--- src/rtl/i3c_ahb_manager.sv ---
// AHB-Lite manager for the I3C core's AHB subordinate port.
// Turns a valid/ready command stream into single transfers, one in flight,
// with alignment checking and a data-phase watchdog that drains a stuck bus.
module i3c_ahb_manager #(
   parameter int unsigned AhbAddrWidth  = 32,
   parameter int unsigned AhbDataWidth  = 64,
   parameter int unsigned TimeoutCycles = 1024
) (
   input  logic                      clk_i,
   input  logic                      rst_ni,
   input  logic                      cmd_valid_i,
   output logic                      cmd_ready_o,
   input  logic                      cmd_write_i,
   input  logic [AhbAddrWidth-1:0]   cmd_addr_i,
   input  logic [2:0]                cmd_size_i,
   input  logic [AhbDataWidth-1:0]   cmd_wdata_i,
   input  logic [AhbDataWidth/8-1:0] cmd_wstrb_i,
   output logic                      rsp_valid_o,
   input  logic                      rsp_ready_i,
   output logic [AhbDataWidth-1:0]   rsp_rdata_o,
   output logic                      rsp_err_o,
   output logic                      rsp_timeout_o,
   output logic [AhbAddrWidth-1:0]   haddr_o,
   output logic [2:0]                hburst_o,
   output logic [3:0]                hprot_o,
   output logic [2:0]                hsize_o,
   output logic [1:0]                htrans_o,
   output logic                      hwrite_o,
   output logic [AhbDataWidth-1:0]   hwdata_o,
   output logic [AhbDataWidth/8-1:0] hwstrb_o,
   output logic                      hsel_o,
   output logic                      hready_o,
   input  logic [AhbDataWidth-1:0]   hrdata_i,
   input  logic                      hreadyout_i,
   input  logic                      hresp_i
);

   localparam int unsigned StrbWidth = AhbDataWidth / 8;
   localparam int unsigned MaxSize   = $clog2(StrbWidth);
   localparam int unsigned CntWidth  = $clog2(TimeoutCycles) + 1;
   localparam logic [CntWidth-1:0] CntLast = CntWidth'(TimeoutCycles - 1);
   localparam logic [1:0] TransIdle   = 2'b00;
   localparam logic [1:0] TransNonseq = 2'b10;

   typedef enum logic [2:0] {
      StIdle,
      StAddr,
      StData,
      StErr,
      StResp,
      StDrain
   } state_e;

   state_e                    state;
   logic [AhbAddrWidth-1:0]   addr_q;
   logic [2:0]                size_q;
   logic                      write_q;
   logic [AhbDataWidth-1:0]   wdata_q;
   logic [StrbWidth-1:0]      wstrb_q;
   logic [AhbDataWidth-1:0]   rdata_q;
   logic                      err_q;
   logic                      timeout_q;
   logic                      busy_q;        // bus still owes us a completion after a timeout
   logic                      drain_addr_q;  // timed-out address phase not yet accepted
   logic [CntWidth-1:0]       wdog_q;

   logic [AhbAddrWidth-1:0]   align_mask;
   logic                      cmd_legal;
   logic                      addr_phase;
   logic                      data_phase;
   logic                      wdog_expired;

   assign align_mask   = (AhbAddrWidth'(1) << cmd_size_i) - AhbAddrWidth'(1);
   assign cmd_legal    = (cmd_size_i <= 3'(MaxSize)) && ((cmd_addr_i & align_mask) == '0);
   assign addr_phase   = (state == StAddr) || ((state == StDrain) && drain_addr_q);
   assign data_phase   = (state == StData) || (state == StErr) ||
                         ((state == StDrain) && !drain_addr_q);
   assign wdog_expired = (wdog_q == CntLast);

   assign cmd_ready_o   = (state == StIdle);
   assign rsp_valid_o   = (state == StResp);
   assign rsp_rdata_o   = rdata_q;
   assign rsp_err_o     = err_q;
   assign rsp_timeout_o = timeout_q;
   assign htrans_o      = addr_phase ? TransNonseq : TransIdle;
   assign hsel_o        = addr_phase;
   assign haddr_o       = addr_phase ? addr_q : '0;
   assign hsize_o       = addr_phase ? size_q : 3'b000;
   assign hwrite_o      = addr_phase ? write_q : 1'b0;
   assign hwdata_o      = (data_phase && write_q) ? wdata_q : '0;
   assign hwstrb_o      = (data_phase && write_q) ? wstrb_q : '0;
   assign hburst_o      = 3'b000;
   assign hprot_o       = 4'b0011;
   assign hready_o      = hreadyout_i;

   // Transfer sequencer, watchdog and response holding registers
   always_ff @(posedge clk_i or negedge rst_ni) begin
      if (!rst_ni) begin
         state        <= StIdle;
         addr_q       <= '0;
         size_q       <= '0;
         write_q      <= 1'b0;
         wdata_q      <= '0;
         wstrb_q      <= '0;
         rdata_q      <= '0;
         err_q        <= 1'b0;
         timeout_q    <= 1'b0;
         busy_q       <= 1'b0;
         drain_addr_q <= 1'b0;
         wdog_q       <= '0;
      end else begin
         case (state)
            StIdle: begin
               if (cmd_valid_i) begin
                  addr_q  <= cmd_addr_i;
                  size_q  <= cmd_size_i;
                  write_q <= cmd_write_i;
                  wdata_q <= cmd_wdata_i;
                  wstrb_q <= cmd_wstrb_i;
                  wdog_q  <= '0;
                  if (cmd_legal) begin
                     state <= StAddr;
                  end else begin
                     err_q   <= 1'b1;
                     rdata_q <= '0;
                     state   <= StResp;
                  end
               end
            end
            StAddr: begin
               wdog_q <= wdog_q + CntWidth'(1);
               if (wdog_expired) begin
                  // Address phase may have been accepted on this very edge
                  timeout_q    <= 1'b1;
                  err_q        <= 1'b0;
                  rdata_q      <= '0;
                  busy_q       <= 1'b1;
                  drain_addr_q <= !hreadyout_i;
                  state        <= StResp;
               end else if (hreadyout_i) begin
                  state <= StData;
               end
            end
            StData: begin
               wdog_q <= wdog_q + CntWidth'(1);
               if (hreadyout_i) begin
                  // hresp with hready in the first error cycle is a protocol
                  // violation; still complete it as an error
                  err_q   <= hresp_i;
                  rdata_q <= (write_q || hresp_i) ? '0 : hrdata_i;
                  state   <= StResp;
               end else if (wdog_expired) begin
                  timeout_q    <= 1'b1;
                  err_q        <= 1'b0;
                  rdata_q      <= '0;
                  busy_q       <= 1'b1;
                  drain_addr_q <= 1'b0;
                  state        <= StResp;
               end else if (hresp_i) begin
                  state <= StErr;
               end
            end
            StErr: begin
               wdog_q <= wdog_q + CntWidth'(1);
               if (hreadyout_i) begin
                  err_q   <= 1'b1;
                  rdata_q <= '0;
                  state   <= StResp;
               end else if (wdog_expired) begin
                  timeout_q    <= 1'b1;
                  err_q        <= 1'b0;
                  rdata_q      <= '0;
                  busy_q       <= 1'b1;
                  drain_addr_q <= 1'b0;
                  state        <= StResp;
               end
            end
            StResp: begin
               if (rsp_ready_i) begin
                  rdata_q   <= '0;
                  err_q     <= 1'b0;
                  timeout_q <= 1'b0;
                  state     <= busy_q ? StDrain : StIdle;
               end
            end
            StDrain: begin
               // Finish the abandoned transfer; its result is discarded
               if (drain_addr_q) begin
                  if (hreadyout_i) drain_addr_q <= 1'b0;
               end else if (hreadyout_i) begin
                  busy_q <= 1'b0;
                  state  <= StIdle;
               end
            end
            default: state <= StIdle;
         endcase
      end
   end

endmodule

--- config.mk ---
export PLATFORM = sky130hd
export DESIGN_NAME = i3c_ahb_manager
export DESIGN_NICKNAME = d
export VERILOG_FILES = /design/src/rtl/i3c_ahb_manager.sv
export SDC_FILE = /design/constraint.sdc
export NUM_CORES = 1
export LEC_CHECK = 0
export ABC_AREA = 1
export BUFFER_PORTS_ARGS = -buffer_cell sky130_fd_sc_hd__buf_4
export CORE_MARGIN = 8
export CORE_UTILIZATION = 40
export CTS_CLUSTER_DIAMETER = 120
export CTS_CLUSTER_SIZE = 16
export DETAILED_ROUTE_END_ITERATION = 6
export GPL_ROUTABILITY_DRIVEN = 1
export PLACE_DENSITY_LB_ADDON = 0.05
export SKIP_LAST_GASP = 1
export SYNTH_ARGS = -nofsm -noshare
export SYNTH_HDL_FRONTEND = slang
export SYNTH_SLANG_ARGS = --single-unit
--- constraint.sdc ---
create_clock -name clk_i -period 4.6 [get_ports clk_i]
set_input_delay 0 -clock clk_i [delete_from_list [all_inputs] [get_ports clk_i]]
set_output_delay 0 -clock clk_i [all_outputs]
set_load 0.01 [all_outputs]
==> key figures, run 1 <==
Outcome
  – Status: finished, final reports clean

Critical path
  – CP max-delay cell: nand2_2
  – Startpoint Class: flip-flop
  – Critical Path AT: 2.83 ns
  – Family with the most delay on the worst path: simple AND/OR/NAND/NOR gates
  – Worst path max stage delay: 0.62 ns
  – Sequence of cells on the critical path: inv_1 > nor2_1 > nand2_1 > o21ai_0 > nand2_2 > buf_4 > nor2_1 > buf_4
  – Bufs and invs on worst path: 3
  – Maximum net fanout on the critical path: 53
  – Crit. End Element: output pin
  – Flop-to-flop setup slack: 1.98 ns
  – WS Path Type: reg -> out
  – CP Data Required Time: 4.60 ns

Synth
  – Synth top cells by count: nand2_1 (414), dfrtp_1 (190), inv_1 (138), nor2_1 (137), o21ai_0 (123)
  – Most numerous cell in the Yosys netlist: nand2_1
  – Top FF cell, synth: dfrtp_1
  – YS warnings: 0
  – Asr flop ratio synth: 100%
  – Post-synth EDFFs: 0
  – Synth area leader: dfrtp_1
  – Post-synthesis cell area: 0.00959 mm²
  – Yosys cell types: 34
  – Ranking of synthesized cells by area: dfrtp_1 (50%), nand2_1 (16%), o21ai_0 (6.4%)
  – Yosys reg bits: 190
  – Top cell type's share of synthesized area: 49.6%
  – Mapped Cells: 1281
  – Seq/Total Area, Yosys: 49.6%
  – Syn Area/Cell: 7.49 µm²

Global route
  – First-pass GRT wire length: 50200 µm
  – Vias in the first global route: 9641
  – Antenna violations before repair: 2
  – Gr usage total: 21.4%
  – Largest net degree at the start of global routing: 113
  – GRT overflow: 0

Die
  – Die area: 0.0292 mm²
  – Chip height: 171 µm
  – I/O pin count: 365
  – Die X: 171 µm
  – Core area: 0.0235 mm²
  – Starting Density: 40.7%
  – Std-Cell Rows: 56

Clock network
  – Cts repair resizes: 0
  – Clk root buf: clkbuf_16
  – Clk slew on worst S/H paths: 0.06 ns
  – Number of H-tree levels: 4
  – TritonCTS buffer count: 17
  – Clock Path Buffers: 2
  – Clk sinks: 190
  – Skew-Pair Late Insertion Delay: 0.43 ns
  – TritonCTS clock tree: done

Pwr
  – Leak pwr: 0.00788 µW
  – Clock power share: 24.0%
  – Final Total Pwr: 6290 µW
  – Internal power: 3860 µW
  – Part of the power in combinational logic: 37.3%
  – Max IR drop VDD: 0.000235 V
  – Sw Pwr: 2420 µW
  – Sw Share: 38.6%
  – Power Density: 430 mW/mm²
  – Sequential power share: 38.7%

Finish
  – Fill cell count: 2077
  – Share of layout cells above drive strength 1: 23.3%
  – Register area: 0.00475 mm²
  – Final-stage net count: 1950
  – Post-route cell area: 0.0146 mm²
  – P&R area growth vs syn: 52.3%
  – Area of the multi-input gates: 0.00379 mm²

Drt
  – Avg Vias per Cell: 4.68
  – Drt drc: 0
  – DRT Wirelength: 31800 µm
  – Drt pass-1 iters: 5
  – ANT nets after route: 0
  – DR vias: 9848
  – Routed length per instance: 15.1 µm
  – 1st-iter DRT viols: 708

Job
  – Max-Cap Viols: 0

Place
  – Post-DP Area: 0.0122 mm²
  – GPL Wtd Cong: 0.845
  – PortBufs: 356
  – Dpl hpwl: 21000 µm

STA
  – Rel. slew slack: 30.8%
  – Final worst-path cycle share: 61.6%
  – Final Skew: 0.0158 ns
  – FMAX: 0.353 GHz
  – Hold violation count in the final report: 0
  – TNS Setup: 0 ns
  – Tmin final: 2.83 ns
  – RSZ-0062 raised after global routing: false
  – Final setup vio count: 0
  – Worst Tran Pin Value: 1.03 ns
  – Fin. max-slew vios: 0

Worst hold path
  – Worst hold path class: in -> reg
layout make-up:
class / count / share of cell area [%]
flip-flops and latches: 190 / 32.5
repair buffers: 540 / 30.9
multi-input cells: 875 / 25.9
inverters: 145 / 3.76
clock buffers: 20 / 3.06
well taps: 319 / 2.73
clock inverters: 12 / 1.04
diodes: 3 / 0.0514
power by group through the flow:
stage | sequential [µW] | combinational, µW | clock (µW)
finish | 2430 | 2340 | 1510
global route | 2490 | 2670 | 1620
CTS | 2430 | 2370 | 1560
detailed placement | 2460 | 2240 | 0
global placement | 2440 | 2220 | 0
floorplan | 2420 | 1600 | 0
worst paths after layout:
kind                             start            to  cells past startpoint
hold reg to reg              size_q[2]     size_q[2]                      2
max in group asynchronous       rst_ni   wdata_q[49]                      3
setup / recovery              state[0]  hwdata_o[57]                      8
min in group asynchronous       rst_ni   wdata_q[58]                      2
hold / removal             cmd_valid_i      state[2]                      6
setup reg to reg              state[1]    wdata_q[5]                      8
through the flow:
stage	std cells	setup WS [ns]	utilization, %	hold slack [ns]
CTS	2101	1.72	62.0	0.123
global placement	1893	1.92	52.0	0.198
detailed placement	1893	1.91	52.0	0.196
floorplan	1287	2.99	-	-0.296
finish	2104	1.77	62.1	0.151
global route	2104	1.39	62.1	0.172
state kept, by name, summed over array words and instances (netlist names):
name           cells
addr_q            32
write_q            1
rsp_err_o          1
busy_q             1
state              3
rsp_timeout_o      1
wdog_q            11
wstrb_q            8
wdata_q           64
drain_addr_q       1
size_q             3
rsp_rdata_o       64
per-layer routing:
metal	track usage (%)	vias up	share of wire, %
met4	8.51	0	3.0
met3	6.59	55	8.3
met2	35.3	318	47
met1	25.9	4540	41
li1	-	4935	-
met5	0	-	0
repair_timing:
action / 4_1_cts / 5_1_grt
buffers inserted: 0 / 0
setup endpoints to repair: 0 / 0
hold buffers: 176 / 0
endpoints found under the hold margin: 285 / 0
cell usage in the layout (no fill, tap or decap), types with 3 or more instances in the layout:
master,Yosys,layout
nand4_1,3,3
dlygate4sd3_1,0,176
a21oi_1,71,71
nand2_1,414,413
inv_2,6,5
o21bai_1,3,3
inv_1,138,138
nor2_1,137,137
o21ai_1,7,7
nand3_1,78,78
o21ai_0,123,123
nand2_2,4,5
clkinv_4,0,3
o22ai_1,3,3
diode_2,0,3
nor3_1,5,5
dfrtp_1,190,190
clkbuf_16,0,17
ha_1,3,3
conb_1,2,8
buf_4,23,362
inv_8,0,3
worst register-to-register path: stages, from the launching register on:
cell and delay, ns:
dfrtp_1 0.46, nor2_4 0.19, nand2_1 0.13, inv_2 0.10, nand2_2 0.25, inv_4 0.74, buf_12 0.45, nand2_1 0.14
o21ai_0 0.09
cells by family after synthesis:
logic type,share of synthesized area (%)
AO/OA/AOI/OAI,11.3
XOR/XNOR,0.0913
adder cells (fa/ha/maj),0.391
buffers and inverters,11.2
flip-flops,49.6
multiplexers,0.104
other,0.0783
AND/OR/NAND/NOR,27.2
No activity file was read; power rests on OpenSTA's default activity.
==> inputs of run 2 (changes only) <==
- clock period: 4.6 -> 2.5 ns (I/O delays scaled with it)
==> run 2 against run 1 <==
Compared with the run above:
- clock skew fell by 0.0025 ns
- global-route usage increased by 0.12 points
- final cell count increased by 0.38%
- critical path type unchanged
- highest routed layer unchanged
==> key figures, run 2 (synthesized netlist as in run 1, its figures left out) <==
Pwr
  – Leak pwr: 0.00797 µW (was 0.00788 µW)
  – Max IR drop VDD: 0.000975 V (was 0.000235 V)
  – Power Density: 796 mW/mm² (was 430 mW/mm²)

Die
  – Die X: 171 µm (unchanged)
  – Chip height: 171 µm (unchanged)
  – Die area: 0.0292 mm² (unchanged)
  – Core area: 0.0235 mm² (unchanged)
  – I/O pin count: 365 (unchanged)
  – Starting Density: 40.7% (unchanged)
  – Std-Cell Rows: 56 (unchanged)

Clock network
  – TritonCTS clock tree: done (unchanged)
  – Clk root buf: clkbuf_16 (unchanged)
  – Clock Path Buffers: 2 (unchanged)
  – Number of H-tree levels: 4 (unchanged)
  – Clk sinks: 190 (unchanged)
  – Clk slew on worst S/H paths: 0.07 ns (was 0.06 ns)
  – Skew-Pair Late Insertion Delay: 0.43 ns (about the same)
  – TritonCTS buffer count: 17 (unchanged)

Drt
  – 1st-iter DRT viols: 737 (was 708)
  – DRT Wirelength: 31900 µm (was 31800 µm)
  – Drt drc: 0 (unchanged)
  – Routed length per instance: 15.1 µm (about the same)
  – Avg Vias per Cell: 4.67 (was 4.68)
  – Drt pass-1 iters: 5 (unchanged)
  – DR vias: 9857 (was 9848)
  – ANT nets after route: 0 (unchanged)

Worst hold path
  – Worst hold path class: in -> reg (unchanged)

Place
  – Placed cells: 1901 (was 1893)
  – GPL Wtd Cong: 0.849 (was 0.845)
  – Dpl hpwl: 21700 µm (was 21000 µm)
  – Post-place setup slack: 0.410 ns (was 1.91 ns)
  – PortBufs: 356 (unchanged)

STA
  – Final Skew: 0.0132 ns (was 0.0158 ns)
  – Fin. max-slew vios: 0 (unchanged)
  – TNS Setup: 0 ns (unchanged)
  – PnR worst setup slack: 0.248 ns (was 1.77 ns)
  – Final setup vio count: 0 (unchanged)
  – Hold violation count in the final report: 0 (unchanged)
  – FMAX: 0.444 GHz
  – RSZ-0062 raised after global routing: false (unchanged)
  – Rel. slew slack: 54.5% (was 30.8%)
  – Final worst-path cycle share: 90.1%
  – Worst Tran Pin Value: 0.680 ns (was 1.03 ns)
  – Tmin final: 2.25 ns

Finish
  – Register area: 0.00475 mm² (unchanged)
  – Most used cells in the layout excluding fill and tap cells: nand2_1 (413), buf_4 (364), dfrtp_1 (190), dlygate4sd3_1 (176), inv_1 (138) (was nand2_1 (413), buf_4 (362), dfrtp_1 (190), dlygate4sd3_1 (176), inv_1 (138))
  – Area of the multi-input gates: 0.00379 mm² (unchanged)
  – Share of layout cells above drive strength 1: 23.9% (was 23.3%)
  – Non-Filler Instances: 2112 (was 2104)
  – Most common cell after layout, fill and taps aside: nand2_1 (unchanged)
  – Final-stage net count: 1961 (was 1950)
  – Antenna cells: 0 (was 3)
  – Fill cell count: 2101 (was 2077)
  – P&R area growth vs syn: 54.3% (was 52.3%)

Critical path
  – CP max-delay cell: dfrtp_1 (was nand2_2)
  – Startpoint Class: flip-flop (unchanged)
  – Sequence of cells on the critical path: nor2_1 > nand2_1 > o21ai_0 > nand2_2 > buf_4 > nor2_1 > buf_4 (was inv_1 > nor2_1 > nand2_1 > o21ai_0 > nand2_2 > buf_4 > nor2_1 > buf_4)
  – Worst path max stage delay: 0.47 ns (was 0.62 ns)
  – Critical Path AT: 2.25 ns (was 2.83 ns)
  – CP Data Required Time: 2.50 ns (was 4.60 ns)
  – Maximum net fanout on the critical path: 20 (was 53)
  – WS Path Type: reg -> out (unchanged)
  – Crit. End Element: output pin (unchanged)

Global route
  – First-pass GRT wire length: 50600 µm (was 50200 µm)
  – Largest net degree at the start of global routing: 120 (was 113)
  – Antenna violations before repair: 0 (was 2)
  – Gr usage total: 21.5% (was 21.4%)
  – GRT overflow: 0 (unchanged)
  – Vias in the first global route: 9819 (was 9641)

Outcome
  – Status: finished, final reports clean (unchanged)

Job
  – Max-Cap Viols: 0 (unchanged)
==> run 2: cell count changes in the layout (fill, tap and decap cells not counted), moves of 2 or more <==
| cell | previous run | this run |
|---|---|---|
| buf_12 | 1 | 10 |
| diode_2 | 3 | 0 |
| buf_4 | 362 | 364 |
| inv_6 | 2 | 4 |
| clkbuf_1 | 2 | 0 |
==> run 2: power by group <==
group	leakage, µW	switching [µW]	internal (µW)
clock network	0.000291	1290	1470
logic	0.00521	2900	1640
registers	0.00247	405	4070
==> run 2: layout make-up <==
cell class | instances | area share [%]
clock buffers | 19 | 3.06
clock inverters | 13 | 0.956
inverters | 145 | 3.73
multi-input cells | 875 | 25.6
flip-flops and latches | 190 | 32.1
well taps | 319 | 2.70
repair buffers | 551 | 31.8
==> run 2: worst paths after layout <==
check / from / to / slack [ns] / cells after the start
min reg2reg: size_q[1] / size_q[1] / 0.49 / 2
min: cmd_valid_i / state[2] / 0.11 / 6
min in group asynchronous: rst_ni / addr_q[27] / 0.17 / 2
max: state[1] / hwdata_o[55] / 0.25 / 7
max reg2reg: wdog_q[0] / rsp_rdata_o[54] / 0.39 / 9
max in group asynchronous: rst_ni / wdata_q[62] / 1.57 / 3
==> run 2: critical path, delay by kind of cell, from the launching register on <==
| family | cells | cell delay (ns) |
|---|---|---|
| compound gates | 1 | 0.28 |
| buf+inv | 2 | 0.41 |
| flops | 1 | 0.47 |
| simple gates | 4 | 0.65 |
==> run 2: what timing repair did <==
action	CTS	global route
setup endpoints to repair	0	22
hold buffers	176	0
hold endpoints to repair	246	0
gates resized for setup	0	2
setup buffers	0	3
==> run 2: metal layers <==
| layer | global-route usage, % | wire length [µm] | part of all wire [%] | up-vias |
|---|---|---|---|---|
| met5 | 0 | 0 | 0 | - |
| met4 | 7.56 | 720 | 2.3 | 0 |
| met3 | 5.62 | 2390 | 7.5 | 44 |
| met2 | 36.1 | 15300 | 48 | 312 |
| met1 | 26.5 | 13500 | 42 | 4542 |
| li1 | - | - | - | 4959 |
==> run 2: per-stage QoR <==
step                      power [µW]  instance area [µm²]  hold WS [ns]  utilization, %
final                          11800                14800         0.115            62.9
after global routing           12700                14800         0.167            62.9
after CTS                      11900                14800        0.0952            62.7
after detailed placement        8830                12400        0.0943            52.7
after global placement          8760                12400        0.0899            52.7
after floorplan                 7400                 9610        -0.296               -
==> inputs of run 3 (changes only) <==
- ABC_AREA: 1 -> not set
==> run 3 against run 2 <==
Compared with the run above:
- worst hold slack worse by 0.073 ns
- clock skew about the same
- critical path depth down 1
- sequential power up 1%
- clock power up 2%
- power down 0.35%
- via count down 9.9%
- non-clock buffer count up 13
- routed wire length down 5.9%
- critical path type is now reg -> reg
==> key figures, run 3 <==
Synth
  – YS warnings: 0 (unchanged)
  – Syn Area/Cell: 8.68 µm² (was 7.49 µm²)
  – Most numerous cell in the Yosys netlist: nand2_1 (unchanged)
  – Top cell type's share of synthesized area: 52.7% (was 49.6%)
  – Mapped Cells: 1039 (was 1281)
  – Ranking of synthesized cells by area: dfrtp_1 (53%), nand2_1 (17%), and2_1 (7.6%) (was dfrtp_1 (50%), nand2_1 (16%), o21ai_0 (6.4%))
  – Top FF cell, synth: dfrtp_1 (unchanged)
  – Post-synthesis cell area: 0.00902 mm² (was 0.00959 mm²)
  – Synth area leader: dfrtp_1 (unchanged)
  – Yosys reg bits: 190 (unchanged)
  – Post-synth EDFFs: 0 (unchanged)
  – Yosys cell types: 55 (was 34)
  – Seq/Total Area, Yosys: 52.7% (was 49.6%)
  – Synth top cells by count: nand2_1 (407), dfrtp_1 (190), and2_1 (110), nand3_1 (75), clkbuf_1 (50) (was nand2_1 (414), dfrtp_1 (190), inv_1 (138), nor2_1 (137), o21ai_0 (123))
  – Asr flop ratio synth: 100% (unchanged)

Die
  – Chip height: 166 µm (was 171 µm)
  – I/O pin count: 365 (unchanged)
  – Die area: 0.0276 mm² (was 0.0292 mm²)
  – Die X: 166 µm (was 171 µm)
  – Core area: 0.0224 mm² (was 0.0235 mm²)
  – Starting Density: 40.3% (was 40.7%)
  – Std-Cell Rows: 55 (was 56)

Critical path
  – CP Data Required Time: 2.82 ns (was 2.50 ns)
  – CP max-delay cell: nor4_4 (was dfrtp_1)
  – Crit. End Element: flip-flop (was output pin)
  – Bufs and invs on worst path: 1 (was 2)
  – Critical Path Most Common Cell: o21ai_1
  – Startpoint Class: flip-flop (unchanged)
  – Maximum net fanout on the critical path: 8 (was 20)
  – Worst path max stage delay: 0.50 ns (was 0.47 ns)
  – Family with the most delay on the worst path: compound AO/OA/AOI/OAI gates (was simple AND/OR/NAND/NOR gates)
  – Sequence of cells on the critical path: nand4_2 > nor4_4 > o21ai_1 > a21oi_4 > clkbuf_16 > o21ai_1 (was nor2_1 > nand2_1 > o21ai_0 > nand2_2 > buf_4 > nor2_1 > buf_4)
  – WS Path Type: reg -> reg (was reg -> out)
  – Critical Path AT: 2.63 ns (was 2.25 ns)

Outcome
  – Status: finished, final reports clean (unchanged)

Drt
  – DR vias: 8884 (was 9857)
  – DRT Wirelength: 30000 µm (was 31900 µm)
  – Routed length per instance: 16.2 µm (was 15.1 µm)
  – Drt drc: 0 (unchanged)
  – Drt pass-1 iters: 4 (was 5)
  – ANT nets after route: 0 (unchanged)
  – Avg Vias per Cell: 4.80 (was 4.67)
  – 1st-iter DRT viols: 515 (was 737)

Clock network
  – Skew-Pair Late Insertion Delay: 0.43 ns (about the same)
  – Clk root buf: clkbuf_16 (unchanged)
  – TritonCTS clock tree: done (unchanged)
  – TritonCTS buffer count: 17 (unchanged)
  – Number of H-tree levels: 4 (unchanged)
  – Clk sinks: 190 (unchanged)
  – Clock Path Buffers: 2 (unchanged)
  – Clk slew on worst S/H paths: 0.08 ns (was 0.07 ns)

STA
  – PnR worst setup slack: 0.196 ns (was 0.248 ns)
  – Fin. max-slew vios: 0 (unchanged)
  – Worst Tran Pin Value: 0.569 ns (was 0.680 ns)
  – Hold slack: 0.0411 ns (was 0.115 ns)
  – RSZ-0062 raised after global routing: false (unchanged)
  – Tmin final: 2.30 ns (was 2.25 ns)
  – Final setup vio count: 0 (unchanged)
  – Final worst-path cycle share: 92.1% (was 90.1%)
  – Rel. slew slack: 62.0% (was 54.5%)
  – Final Skew: 0.0129 ns (was 0.0132 ns)
  – TNS Setup: 0 ns (unchanged)
  – FMAX: 0.434 GHz (was 0.444 GHz)
  – Hold violation count in the final report: 0 (unchanged)

Finish
  – Most used cells in the layout excluding fill and tap cells: nand2_1 (406), buf_4 (369), dfrtp_1 (190), dlygate4sd3_1 (174), and2_1 (109) (was nand2_1 (413), buf_4 (364), dfrtp_1 (190), dlygate4sd3_1 (176), inv_1 (138))
  – P&R area growth vs syn: 61.8% (was 54.3%)
  – Final core occ: 65.2% (was 62.9%)
  – Most common cell after layout, fill and taps aside: nand2_1 (unchanged)
  – Final-stage net count: 1733 (was 1961)
  – Share of layout cells above drive strength 1: 31.4% (was 23.9%)

Pwr
  – Power Density: 804 mW/mm² (was 796 mW/mm²)
  – Max IR drop VDD: 0.000551 V (was 0.000975 V)
  – Leak pwr: 0.00746 µW (was 0.00797 µW)

Place
  – GPL Wtd Cong: 0.777 (was 0.849)
  – Dpl hpwl: 19500 µm (was 21700 µm)
  – Post-place setup slack: 0.0216 ns (was 0.410 ns)
  – PortBufs: 356 (unchanged)

Global route
  – First-pass GRT wire length: 48700 µm (was 50600 µm)
  – Vias in the first global route: 9234 (was 9819)
  – Antenna violations before repair: 1 (was 0)
  – Largest net degree at the start of global routing: 75 (was 120)
  – Gr usage total: 21.4% (was 21.5%)
  – GRT overflow: 0 (unchanged)

Worst hold path
  – Worst hold path class: in -> reg (unchanged)

Job
  – Max-Cap Viols: 0 (unchanged)
-- run 3: cell count changes in the layout (fill, tap and decap cells not counted), moves of 5 or more --
| cell | change |
|---|---|
| nor2_1 | -123 |
| nand2_2 | -5 |
| inv_1 | -132 |
| a21oi_1 | -67 |
| and2_1 | +109 |
| o21ai_2 | +46 |
| o21ai_0 | -107 |
| nand2b_1 | +6 |
| nand2_1 | -7 |
| buf_4 | +5 |
| o21ai_1 | +12 |
-- run 3: path summary, 6_finish.rpt --
path | from | endpoint | slack [ns] | cells past startpoint
max | wdog_q[3] | rsp_rdata_o[51] | 0.20 | 6
min | rsp_ready_i | state[0] | 0.04 | 4
max reg2reg | wdog_q[3] | rsp_rdata_o[51] | 0.20 | 6
min reg2reg | wdata_q[63] | wdata_q[63] | 0.46 | 2
max in group asynchronous | rst_ni | wdata_q[35] | 1.56 | 3
min in group asynchronous | rst_ni | addr_q[21] | 0.11 | 2
-- run 3: through the flow --
stage | instances | power (µW) | instance area [µm²]
2_1_floorplan | 1045 | 6890 | 9040
3_3_place_gp | 1636 | 8580 | 12100
3_5_place_dp | 1636 | 8650 | 12100
4_1_cts | 1841 | 11700 | 14400
5_1_grt | 1850 | 12600 | 14600
6_report | 1850 | 11700 | 14600
-- run 3: metal layers --
layer	wire (µm)	vias up	track usage (%)	share of wire, %
li1	-	4352	-	-
met1	12600	4213	25.9	42
met2	14300	271	35.3	48
met3	2240	48	6.75	7.5
met4	850	0	8.02	2.8
met5	0	-	0	0
-- run 3: where the power goes --
part | total, µW | internal (µW) | switching, µW
registers | 4520 | 4020 | 496
logic | 4400 | 1960 | 2440
clock network | 2820 | 1610 | 1210
total | 11700 | 7590 | 4140
-- run 3: worst register-to-register path, delay by kind of cell (launching register included) --
| kind | cells | cell delay, ns |
|---|---|---|
| buffers and inverters | 1 | 0.27 |
| DFF | 1 | 0.44 |
| AOI/OAI and AO/OA | 3 | 0.77 |
| and+or+nand+nor | 2 | 0.73 |
-- run 3: timing repair --
| item | in CTS | in global routing |
|---|---|---|
| endpoints found under the hold margin | 237 | 2 |
| hold buffers | 174 | 2 |
| setup endpoints to repair | 0 | 64 |
| setup buffers | 0 | 2 |
| gates resized for setup | 0 | 15 |
-- run 3: kinds of logic (layout without fill, tap and decap cells) --
family	count (synthesis)	in the layout	synth area share, %
and+or+nand+nor	647	647	32.9
DFF	190	190	52.7
AOI/OAI and AO/OA	110	111	8.91
buffers and inverters	83	601	4.55
muxes	4	4	0.458
adders and majority gates	3	3	0.416
other	2	9	0.0833
-- run 3: cell type report --
type,instances,area (µm²)
diodes,1,2.50
multi-input cells,773,3940
clock buffers,19,443
clock inverters,12,160
repair buffers,564,4910
flip-flops and latches,190,4750
inverters,6,22.5
well taps,285,357
fillers,1874,7780
